<file path="config.mk">
export PLATFORM = sky130hd
export DESIGN_NAME = ctrl_seq_flat
export DESIGN_NICKNAME = d
export VERILOG_FILES = /design/src/rtl/ctrl_seq_if.sv /design/src/rtl/ctrl_seq.sv /design/src/flat_wrapper.sv
export SDC_FILE = /design/constraint.sdc
export NUM_CORES = 1
export LEC_CHECK = 0
export ABC_AREA = 1
export BUFFER_PORTS_ARGS = -buffer_cell sky130_fd_sc_hd__buf_2
export CORE_MARGIN = 8
export CORE_UTILIZATION = 30
export CTS_BUF_LIST = sky130_fd_sc_hd__clkbuf_16
export DETAILED_ROUTE_END_ITERATION = 8
export GPL_TIMING_DRIVEN = 0
export MAX_ROUTING_LAYER = met4
export PLACE_DENSITY_LB_ADDON = 0.08
export SLEW_MARGIN = 40
export SYNTH_ARGS = -nofsm -noshare
export SYNTH_HDL_FRONTEND = slang
export SYNTH_SLANG_ARGS = --single-unit
export TNS_END_PERCENT = 100
</file>
<file path="constraint.sdc">
create_clock -name clk -period 2.6 [get_ports clk]
set_input_delay 0.26 -clock clk [delete_from_list [all_inputs] [get_ports clk]]
set_output_delay 0.26 -clock clk [all_outputs]
set_load 0.01 [all_outputs]
</file>
<file path="src/rtl/ctrl_seq_if.sv">
// ctrl_seq_if: sequencer <-> SAP2-mini datapath bundle.
//   ins  : IR opcode byte (opcode in ins[7:4])
//   am/az: accumulator negative / zero flags
//   xm/xz: X negative / zero flags
//   con  : 30-bit active-high control word
//   t    : one-hot T-state (t[0]=T1 .. t[5]=T6, zero in HALT)
// master = datapath side, slave = sequencer side.
interface ctrl_seq_if;
  logic [7:0]  ins;
  logic        am;
  logic        az;
  logic        xm;
  logic        xz;
  logic [29:0] con;
  logic [5:0]  t;

  modport master (output ins, am, az, xm, xz, input con, t);
  modport slave  (input ins, am, az, xm, xz, output con, t);
endinterface

</file>
<file path="src/rtl/ctrl_seq.sv">
// ctrl_seq: SAP2-mini microprogram sequencer.
// Runs the T1..T6 fetch/execute machine plus HALT, decodes the IR opcode
// from T4 onward and produces the control word for the datapath.
// Ports:
//   clk : system clock, all state changes on posedge
//   clr : synchronous active-high reset; also forces con to zero
//   bus : ctrl_seq_if.slave (ins/flags in, con/t out)
module ctrl_seq (
  input  logic        clk,
  input  logic        clr,
  ctrl_seq_if.slave   bus
);

  localparam int unsigned OP_W = 4;

  localparam logic [OP_W-1:0] OP_NOP  = 4'h0;
  localparam logic [OP_W-1:0] OP_LDA  = 4'h1;
  localparam logic [OP_W-1:0] OP_ADD  = 4'h2;
  localparam logic [OP_W-1:0] OP_SUB  = 4'h3;
  localparam logic [OP_W-1:0] OP_STA  = 4'h4;
  localparam logic [OP_W-1:0] OP_LDX  = 4'h5;
  localparam logic [OP_W-1:0] OP_INX  = 4'h6;
  localparam logic [OP_W-1:0] OP_DEX  = 4'h7;
  localparam logic [OP_W-1:0] OP_JMP  = 4'h8;
  localparam logic [OP_W-1:0] OP_JAM  = 4'h9;
  localparam logic [OP_W-1:0] OP_JAZ  = 4'hA;
  localparam logic [OP_W-1:0] OP_JIZ  = 4'hB;
  localparam logic [OP_W-1:0] OP_CALL = 4'hC;
  localparam logic [OP_W-1:0] OP_RET  = 4'hD;
  localparam logic [OP_W-1:0] OP_OUT  = 4'hE;
  localparam logic [OP_W-1:0] OP_HLT  = 4'hF;

  // Field order matches con[29:0] from the MSB down.
  typedef struct packed {
    logic       hlt, ep, lp, cp, es, ls, cs, lm, ce, we, ld, ed, li, ei, en;
    logic       la, ea;
    logic [3:0] s;
    logic       m, ci, eu, lb, lx, inx, dex, ex, lo;
  } con_t;

  typedef enum logic [2:0] {
    S_T1, S_T2, S_T3, S_T4, S_T5, S_T6, S_HALT
  } state_t;

  state_t          state_q, state_d;
  logic [OP_W-1:0] op;
  con_t            cw;
  logic            unused_ok;

  assign op        = bus.ins[7:4];
  assign unused_ok = ^{bus.ins[3:0], bus.xm};

  // State register with synchronous clear back to T1.
  always_ff @(posedge clk) begin
    if (clr) state_q <= S_T1;
    else     state_q <= state_d;
  end

  // Next state: fetch is fixed, execute length depends on opcode.
  always_comb begin
    state_d = state_q;
    unique case (state_q)
      S_T1: state_d = S_T2;
      S_T2: state_d = S_T3;
      S_T3: state_d = S_T4;
      S_T4: begin
        unique case (op)
          OP_HLT:                                         state_d = S_HALT;
          OP_LDA, OP_ADD, OP_SUB, OP_STA, OP_LDX, OP_CALL: state_d = S_T5;
          default:                                        state_d = S_T1;
        endcase
      end
      S_T5: begin
        if (op == OP_ADD || op == OP_SUB || op == OP_STA) state_d = S_T6;
        else                                              state_d = S_T1;
      end
      S_T6:    state_d = S_T1;
      S_HALT:  state_d = S_HALT;
      default: state_d = S_T1;
    endcase
  end

  // Control word and T-state decode; clr blanks the control word.
  always_comb begin
    cw    = '0;
    bus.t = '0;
    unique case (state_q)
      S_T1: begin bus.t = 6'b000001; cw.ep = 1'b1; cw.lm = 1'b1; end
      S_T2: begin bus.t = 6'b000010; cw.cp = 1'b1; end
      S_T3: begin bus.t = 6'b000100; cw.ce = 1'b1; cw.li = 1'b1; end
      S_T4: begin
        bus.t = 6'b001000;
        unique case (op)
          OP_LDA, OP_ADD, OP_SUB, OP_STA, OP_LDX: begin cw.ei = 1'b1; cw.lm = 1'b1; end
          OP_INX:  cw.inx = 1'b1;
          OP_DEX:  cw.dex = 1'b1;
          OP_JMP:  begin cw.ei = 1'b1; cw.lp = 1'b1; end
          // Conditional jumps look at the flag only while in T4.
          OP_JAM:  begin cw.ei = bus.am; cw.lp = bus.am; end
          OP_JAZ:  begin cw.ei = bus.az; cw.lp = bus.az; end
          OP_JIZ:  begin cw.ei = bus.xz; cw.lp = bus.xz; end
          OP_CALL: begin cw.ep = 1'b1; cw.ls = 1'b1; end
          OP_RET:  begin cw.es = 1'b1; cw.lp = 1'b1; end
          OP_OUT:  begin cw.ea = 1'b1; cw.lo = 1'b1; end
          OP_HLT:  cw.hlt = 1'b1;
          default: cw = '0;
        endcase
      end
      S_T5: begin
        bus.t = 6'b010000;
        unique case (op)
          OP_LDA:         begin cw.ce = 1'b1; cw.la = 1'b1; end
          OP_ADD, OP_SUB: begin cw.ce = 1'b1; cw.lb = 1'b1; end
          OP_STA:         begin cw.ea = 1'b1; cw.ld = 1'b1; end
          OP_LDX:         begin cw.ce = 1'b1; cw.lx = 1'b1; end
          OP_CALL:        begin cw.ei = 1'b1; cw.lp = 1'b1; end
          default:        cw = '0;
        endcase
      end
      S_T6: begin
        bus.t = 6'b100000;
        unique case (op)
          OP_ADD:  begin cw.eu = 1'b1; cw.la = 1'b1; cw.s = 4'b1001; end
          OP_SUB:  begin cw.eu = 1'b1; cw.la = 1'b1; cw.s = 4'b0110; cw.ci = 1'b1; end
          OP_STA:  begin cw.ed = 1'b1; cw.we = 1'b1; end
          default: cw = '0;
        endcase
      end
      S_HALT:  cw.hlt = 1'b1;
      default: cw = '0;
    endcase
    if (clr) cw = '0;
    bus.con = cw;
  end

endmodule

</file>
<file path="src/flat_wrapper.sv">
// flat-port wrapper written by rule: the top's interface ports become plain ports
module ctrl_seq_flat 
  (clk, clr, bus_ins, bus_am, bus_az, bus_xm, bus_xz, bus_con, bus_t);
  ctrl_seq_if bus_i ();
  input  logic clk;
  input  logic clr;
  input wire logic [$bits(bus_i.ins)-1:0] bus_ins;
  input wire logic [$bits(bus_i.am)-1:0] bus_am;
  input wire logic [$bits(bus_i.az)-1:0] bus_az;
  input wire logic [$bits(bus_i.xm)-1:0] bus_xm;
  input wire logic [$bits(bus_i.xz)-1:0] bus_xz;
  output wire logic [$bits(bus_i.con)-1:0] bus_con;
  output wire logic [$bits(bus_i.t)-1:0] bus_t;
  assign bus_i.ins = bus_ins;
  assign bus_i.am = bus_am;
  assign bus_i.az = bus_az;
  assign bus_i.xm = bus_xm;
  assign bus_i.xz = bus_xz;
  assign bus_con = bus_i.con;
  assign bus_t = bus_i.t;
  ctrl_seq u_core (.clk(clk), .clr(clr), .bus(bus_i));
endmodule
</file>
======== Word level (Yosys, flattened, before mapping) ========
Cells that the tools add are included.
cells by class
  equality and inequality tests ........... 21
  multiplexer cells ....................... 31
  reduce and logical (&&, ||, !) cells .... 9
operators with widths
  kind                                                                   number
  17-bit case mux with 3 select lines                                    1
  6-bit case mux with 6 select lines                                     1
  4-bit equality test, second input constant                             8
  30-bit two-way mux                                                     1
  3-bit case mux with 6 select lines                                     1
  4-bit by 3-bit equality test with 1-bit output, second input constant  4
  1-bit two-way mux                                                      15
  3-bit case mux with 2 select lines                                     2
  6-bit OR reduction                                                     2
  1-bit case mux with 2 select lines                                     5
  3-bit equality test, second input constant                             3
  4-bit by 2-bit equality test with 1-bit output, second input constant  2
  1-bit case mux with 4 select lines                                     2
  4-bit case mux with 2 select lines                                     1
  3-bit by 2-bit equality test with 1-bit output, second input constant  2
  3-bit two-way mux                                                      2
  5-bit OR reduction                                                     1
  4-bit by 1-bit equality test with 1-bit output, second input constant  1
  2-bit OR reduction                                                     2
  4-bit OR reduction                                                     1
  3-bit by 1-bit equality test with 1-bit output, second input constant  1
  3-bit logical NOT                                                      1
  1-bit logical OR                                                       2
storage, ports and cells
  flip-flop bits (word level) ............. 3
  input port bits ......................... 14
  output and inout port bits .............. 36
  word-level logic and storage cells ...... 62

======== Longest topological paths before layout ========
Gate-level depths: netlist of run 1.
  depth in word-level cells ............... 5
  depth in mapped cells ................... 8
  gate-level depth less buffers ........... 8

======== Worst setup path before layout of run 1 ========
Ideal clock, no wire load.
  kind .................................... flip-flop to output port
  from .................................... register u_core.state_q[0]
  to ...................................... output port bus_con[10]
  arrival ................................. 1.209 ns
  required time ........................... 2.340 ns
  slack ................................... 1.131 ns
  cell stages (with the launch flop) ...... 8
  buffers on the path ..................... 1
  path through ............................ dfxtp_1 -> inv_1 -> nor2_1 -> nand2_1 -> nor2_1 -> nand2_1 -> nor2_1 -> buf_4
on the way
  word-level cells in the longest chain between the ends .. 3
  elaborated cells between the ends (all ways) .. 5
  those cells by class .................... 3 x eq/ne; 2 x mux
RTL lines
  item                                                                                   line                RTL
  start, declared                                                                        ctrl_seq.sv:45      state_t state_q, state_d;
  start signal, assigned                                                                 ctrl_seq.sv:56      else state_q <= state_d;
  3-bit equality test or 3-bit by 2-bit equality test with 1-bit output (tied branches)  ctrl_seq.sv:87      unique case (state_q)
  17-bit case mux with 3 select lines *                                                  ctrl_seq.sv:87
  30-bit two-way mux *                                                                   ctrl_seq.sv:132     if (clr) cw = '0;
  end, declared                                                                          flat_wrapper.sv:12  output wire logic [$bits(bus_i.con)-1:0] bus_con;
Every way passes the cells marked *; elsewhere a longest branch is shown, timed or not.

======== Worst setup path in the final report of run 1 ========
  from .................................... register u_core.state_q[0]
  to ...................................... output port bus_con[11]
The elaborated chain is that of the path after synthesis.

==> out/metrics.csv, run 1 <==
stage;metric;value;unit
synthesis;sequential fraction of the synthesis area;10.4;%
cells_and_area;signed area change from the synthesized netlist to the final layout;54.6;%
die;num ports;50;
cells_and_area;top flop regs;u_core.state_q: 3 flops;
drt;number of detailed-route iterations in the first pass;4;
setup_path;Critical Setup Path Class;reg2out;
global_routing;antenna violations before repair;0;
setup_path;most prevalent standard cell on the critical path;nor2_1;
cts;Post-CTS Resized;0;
global_routing;total overflow reported by the global router;0;
cts;root buffer selected by CTS;clkbuf_16;
cts;clock transition at the registers of the reported paths;0.03;ns
cts;CTS buffer count;3;
run_status;outcome;complete, no violations;
sta;final setup violation count;0;
setup_path;top fanout value on the critical path;4;
cells_and_area;Largest register FFs;3;
cells_and_area;Largest Register;u_core.state_q;
die;chip width;59.8;µm
synthesis;count of different cell masters after synthesis;20;
cts;clock tree from TritonCTS;done;
global_routing;number of global-route vias before repair;745;
drt;post-detailed-route count of antenna-violating nets;0;
hold_path;endpoint of the worst hold path;u_core.state_q[1];
die;Initial Util;30.6;%
cts;total clock sinks;3;
place;post-placement cell count;181;
synthesis;post-synthesis register bit count;3;
setup_path;Slowest Stage Delay on Critical Path;0.43;ns
cells_and_area;ant diodes;0;
setup_path;kind of cell with the highest combined delay on the critical path;simple AND/OR/NAND/NOR gates;
die;Row Count;16;
cts;number of H-tree levels;1;
setup_path;CP Data Required Time;2.34;ns
hold_path;Hold Crit Depth;2;
power;internal power;0.277;mW
sta;period utilization;69.2;%
power;Net Sw Power;0.0986;mW
cts;latest clock arrival within the worst-skew pair;0.22;ns
synthesis;Avg Synthesized Cell Area;5.09;µm²
power;static leakage;0.582;nW
drt;total via count after detailed routing;798;
cells_and_area;Finished Layout Cells;185;
sta;clock tree skew after final layout;0.00153;ns
die;Total Die Area;3580;µm²
place;final weighted congestion in routability-driven placement;0.766;
place;placed standard-cell area;811;µm²
cells_and_area;area used by multi-input combinational logic;383;µm²
setup_path;startpoint of the most critical register-to-register path;u_core.state_q[0];
power;part of the power in combinational logic;21.0;%
power;Overall Power;0.375;mW
setup_path;Worst Setup End Kind;output pin;
power;Clock Power Share;64.2;%
setup_path;kind of start point of the critical path;flop;
power;Max IR drop VDD;0.000354;V
cells_and_area;area of all placed cells without fillers;890;µm²
power;total power per unit cell area;422;nW/µm²
sta;Max Transition Viols Final;0;
drt;Remaining DRCs;0;
power;sequential power share;14.8;%
die;die height;59.8;µm
sta;final setup TNS;0;ns
sta;final critical-path required period;1.80;ns
die;Floorplan Core Area;1880;µm²
cells_and_area;NumNets Final;173;
setup_path;cell type of the slowest stage on the worst timing path;dfxtp_1;
global_routing;global-route wire length before repair;3130;µm
sta;worst hold margin;0.279;ns
cts;cts-stage hold buffer count;0;
run;Maximum Capacitance Violations;0;
place;detailed placer's ending HPWL;1700;µm
synthesis;cell area after synthesis;576;µm²
drt;detailed-route wire length per cell;10.7;µm
hold_path;start point of the worst min-delay path;clr;
setup_path;Reg2Reg Depth;7;
setup_path;arrival time reported for the critical path endpoint;1.54;ns
synthesis;number of instances in the synthesized netlist;113;
setup_path;ordered cell list for the critical path;inv_1 > nor2_1 > nand2_1 > nor2_1 > nand2_1 > nor2_1 > buf_4 > buf_2;
drt;average vias per placed instance;4.31;
cells_and_area;# fillers;249;
global_routing;pin count of the biggest net entering global routing;11;
drt;first-iteration detailed-routing DRC count;12;
power;sw frac;26.3;%
sta;max frequency;556;MHz
setup_path;FF-to-FF setup slack;1.42;ns
cells_and_area;share of layout cells above drive strength 1;37.3;%
drt;total detailed-routing wirelength;1980;µm
place;quantity of I/O buffers inserted on ports;38;
sta;Final Hold Viols;0;
cells_and_area;flip-flop and latch area;60.1;µm²
synthesis;number of warnings issued by yosys;0;
cts;maximum buffer depth of the clock tree;2;
cts;number of buffers inserted by post-CTS setup repair;0;
hold_path;type of the tightest min-delay check;in2reg;
setup_path;Critical R2R Capture;u_core.state_q[2];
setup_path;count of buffering cells on the critical path with inverters included;3;
global_routing;global-route total usage across every layer;11.5;%
sta;setup repair after global routing missed its margin;false;
==> power by group through the flow <==
stage,logic [mW],clock network [mW],registers (mW)
2_1_floorplan,0.0526,0,0.0548
3_3_place_gp,0.0784,0,0.0556
3_5_place_dp,0.0787,0,0.0560
4_1_cts,0.0791,0.245,0.0554
5_1_grt,0.0896,0.250,0.0559
6_report,0.0787,0.241,0.0554
==> worst max-delay path by stage <==
stage,start,endpoint,slack [ns],depth (start not counted)
2_1_floorplan,u_core.state_q[0],bus_con[10],1.13,7
3_3_place_gp,bus_ins[7],bus_con[11],1.07,8
3_5_place_dp,u_core.state_q[0],bus_con[11],1.0,8
4_1_cts,u_core.state_q[0],bus_con[11],0.76,8
5_1_grt,u_core.state_q[0],bus_con[10],0.65,8
6_report,u_core.state_q[0],bus_con[11],0.80,8
==> worst reg2reg max path, stage by stage, from the launching register on <==
cell,delay [ns]
dfxtp_1,0.43
inv_1,0.10
nand2_1,0.11
nor2_1,0.05
a21oi_1,0.14
nand2_1,0.07
nor2_1,0.10
nor2_1,0.04
==> Yosys cell counts (all sizes together) <==
master  instances  area (µm²)
dfxtp           3        60.1
nor2           26         108
nor4            2        18.8
conb            1        3.75
o21ai           1        5.00
nand2          29         114
a21oi           7        35.0
clkbuf          1        3.75
nor3            6        41.3
nand3           8        40.0
buf            10        72.6
inv            18        67.6
a31oi           1        6.26
==> through the flow <==
stage | worst slack [ns] | utilization [%]
floorplan | 1.13 | -
global placement | 1.07 | 43.1
detailed placement | 0.999 | 43.1
CTS | 0.759 | 47.3
global route | 0.654 | 47.3
finish | 0.800 | 47.3
==> final cells by class <==
| type | instances | area share, % |
|---|---|---|
| multi-input combinational | 84 | 43.0 |
| timing repair buffer | 38 | 21.4 |
| buffer | 11 | 8.58 |
| clock buffer | 3 | 8.44 |
| inverter | 18 | 7.59 |
| sequential | 3 | 6.75 |
| tap | 27 | 3.80 |
| clock inverter | 1 | 0.422 |
==> layer usage <==
layer | global-route usage (%) | vias to the layer above | wire length, µm
met4 | 4.08 | 0 | 17
met1 | 12.3 | 336 | 856
met2 | 18.3 | 32 | 893
li1 | - | 428 | -
met3 | 5.38 | 2 | 208
met5 | - | - | 0
==> cell families after synthesis <==
kind of cell	after synthesis	synth area share, %
compound gates	9	8.04
flops	3	10.4
simple gates	71	55.9
buf+inv	29	25.0
other cells	1	0.652
==> placed cells by master, fill, tap and decap left out <==
cell and instances:
inv_1 17, clkbuf_16 3, nor3_4 1, clkbuf_1 1, nand2_1 27, a21oi_1 7, nor2_4 1, inv_2 2
conb_1 4, nand2_2 2, buf_2 39, nor4_1 1, o21ai_0 1, nand3_1 8, nor2_1 24, buf_4 9
dfxtp_1 3, nor2_2 1, a31oi_1 1, nor4_2 1, nor3_1 5
No activity file was read; power rests on OpenSTA's default activity.
==> inputs of run 2 (changes only) <==
==> constraint.sdc (replaced) <==
create_clock -name clk -period 1.7 [get_ports clk]
set_input_delay 0.17 -clock clk [delete_from_list [all_inputs] [get_ports clk]]
set_output_delay 0.17 -clock clk [all_outputs]
set_load 0.01 [all_outputs]
==> out/metrics.csv, run 2 (synthesis gave the netlist of run 1 again) <==
stage;metric;value;unit;change
drt;total via count after detailed routing;812;;+1.8%
run;Maximum Capacitance Violations;0;;unchanged
setup_path;Critical Setup Path Class;reg2out;;
sta;period utilization;95.5;%;
hold_path;type of the tightest min-delay check;in2reg;;
die;Floorplan Core Area;1880;µm²;unchanged
sta;final setup violation count;0;;unchanged
drt;number of detailed-route iterations in the first pass;4;;unchanged
cells_and_area;signed area change from the synthesized netlist to the final layout;59.1;%;
sta;final critical-path required period;1.62;ns;
setup_path;top fanout value on the critical path;7;;+3
cells_and_area;top flop regs;u_core.state_q: 3 flops;;
hold_path;endpoint of the worst hold path;u_core.state_q[1];;
global_routing;pin count of the biggest net entering global routing;11;;unchanged
drt;post-detailed-route count of antenna-violating nets;0;;unchanged
setup_path;cell type of the slowest stage on the worst timing path;dfxtp_2;;
cells_and_area;Largest Register;u_core.state_q;;
power;total power per unit cell area;629;nW/µm²;+49%
cts;root buffer selected by CTS;clkbuf_16;;
place;quantity of I/O buffers inserted on ports;38;;unchanged
cts;latest clock arrival within the worst-skew pair;0.22;ns;about the same
cells_and_area;ant diodes;0;;unchanged
hold_path;start point of the worst min-delay path;clr;;
power;static leakage;0.595;nW;+2.2%
sta;clock tree skew after final layout;0.00149;ns;-0.0000378 ns
hold_path;Hold Crit Depth;2;;unchanged
global_routing;global-route total usage across every layer;11.5;%;unchanged
cts;total clock sinks;3;;unchanged
cells_and_area;commonest cells after routing, fill and taps aside;39 x buf_2, 26 x nand2_1, 22 x nor2_1;;
setup_path;ordered cell list for the critical path;inv_2 > nor3_4 > nand3_1 > a21oi_1 > buf_2;;
setup_path;Slowest Stage Delay on Critical Path;0.39;ns;-0.04 ns
cells_and_area;# fillers;247;;-0.80%
sta;Max Transition Viols Final;0;;unchanged
sta;worst hold margin;0.183;ns;-0.0967 ns
drt;total detailed-routing wirelength;1980;µm;+0.41%
sta;max frequency;616;MHz;
setup_path;kind of start point of the critical path;flop;;
cts;CTS buffer count;3;;unchanged
cells_and_area;most common cell after layout, fill and taps aside;buf_2;;
die;Total Die Area;3580;µm²;unchanged
cts;number of H-tree levels;1;;unchanged
global_routing;antenna violations before repair;0;;unchanged
setup_path;startpoint of the most critical register-to-register path;u_core.state_q[2];;
global_routing;number of global-route vias before repair;745;;unchanged
global_routing;total overflow reported by the global router;0;;unchanged
place;final weighted congestion in routability-driven placement;0.766;;unchanged
drt;first-iteration detailed-routing DRC count;15;;+3
drt;Remaining DRCs;0;;unchanged
setup_path;Worst Setup End Kind;output pin;;
drt;average vias per placed instance;4.34;;+0.67%
setup_path;FF-to-FF setup slack;0.46;ns;-0.96 ns
setup_path;Reg2Reg Depth;7;;unchanged
cts;clock tree from TritonCTS;done;;
sta;final setup TNS;0;ns;unchanged
cts;clock transition at the registers of the reported paths;0.03;ns;about the same
cts;cts-stage hold buffer count;0;;unchanged
die;chip width;59.8;µm;unchanged
cells_and_area;NumNets Final;175;;+1.2%
setup_path;Critical R2R Capture;u_core.state_q[2];;
die;die height;59.8;µm;unchanged
die;num ports;50;;unchanged
cts;maximum buffer depth of the clock tree;2;;unchanged
cells_and_area;Largest register FFs;3;;unchanged
place;detailed placer's ending HPWL;1700;µm;unchanged
sta;setup repair after global routing missed its margin;true;;
place;pre-CTS WS;0.189;ns;-0.810 ns
sta;setup ws final;0.0766;ns;-0.723 ns
die;Row Count;16;;unchanged
setup_path;count of buffering cells on the critical path with inverters included;2;;-1
power;Max IR drop VDD;0.000540;V;+53%
setup_path;CP Data Required Time;1.53;ns;-0.81 ns
drt;detailed-route wire length per cell;10.6;µm;-0.67%
die;Initial Util;30.6;%;unchanged
cells_and_area;share of layout cells above drive strength 1;41.9;%;+4.5 points
setup_path;kind of cell with the highest combined delay on the critical path;simple AND/OR/NAND/NOR gates;;
setup_path;arrival time reported for the critical path endpoint;1.45;ns;-0.09 ns
global_routing;global-route wire length before repair;3130;µm;unchanged
run_status;outcome;complete, no violations;;
sta;Final Hold Viols;0;;unchanged
[run 2: cell count changes in the layout (fill, tap and decap cells not counted), sizes merged]
cell	previous run	this run
buf	48	50
[run 2: worst max-delay path by stage]
stage                     cells after the start     endpoint              start
after floorplan                               7  bus_con[10]  u_core.state_q[0]
after global placement                        8  bus_con[11]  u_core.state_q[0]
after detailed placement                      8  bus_con[11]  u_core.state_q[0]
after CTS                                     5   bus_con[4]  u_core.state_q[2]
after global routing                          7  bus_con[16]  u_core.state_q[2]
final                                         5  bus_con[13]  u_core.state_q[2]
[run 2: area by class of cell]
type / count / area, µm² / share of cell area [%]
Multi-Input combinational cell: 84 / 390 / 42.6
Timing Repair Buffer: 40 / 205 / 22.4
Buffer: 11 / 76.3 / 8.33
Clock buffer: 3 / 75.1 / 8.20
Inverter: 18 / 67.6 / 7.38
Sequential cell: 3 / 63.8 / 6.97
Tap cell: 27 / 33.8 / 3.69
Clock inverter: 1 / 3.75 / 0.410
[run 2: report_power, final]
part           leakage, nW  internal (mW)  switching (mW)
combinational        0.527         0.0448          0.0770
sequential          0.0258         0.0766         0.00899
clock               0.0423          0.303          0.0650
[run 2: repair_timing]
| action | in CTS | in global routing |
|---|---|---|
| gates resized for setup | 1 | 5 |
| cloned | 0 | 0 |
| endpoints found under the setup margin | 2 | 11 |
| setup buffers | 0 | 2 |
| pin swaps | 0 | 1 |
[run 2: layer usage]
metal | up-vias | track usage, % | share of wire (%)
met3 | 2 | 5.38 | 11
li1 | 432 | - | -
met2 | 34 | 18.3 | 45
met5 | - | - | 0
met1 | 344 | 12.3 | 43
met4 | 0 | 4.08 | 0.86
[run 2: worst reg2reg max path, cell delays in order, from the launching register on]
cell and delay, ns:
dfxtp_2 0.39, inv_2 0.08, nor3_4 0.31, buf_4 0.17
nand2_2 0.05, nand2_1 0.06, nor2_1 0.04, nor2_1 0.07
[run 2: stage by stage]
stage                     total power, mW  instance area [µm²]  utilization [%]  instances
after floorplan                     0.164                  587                -        116
after global placement              0.205                  811             43.1        181
after detailed placement            0.206                  811             43.1        181
after CTS                           0.581                  891             47.3        185
after global routing                0.608                  916             48.7        187
final                               0.576                  916             48.7        187
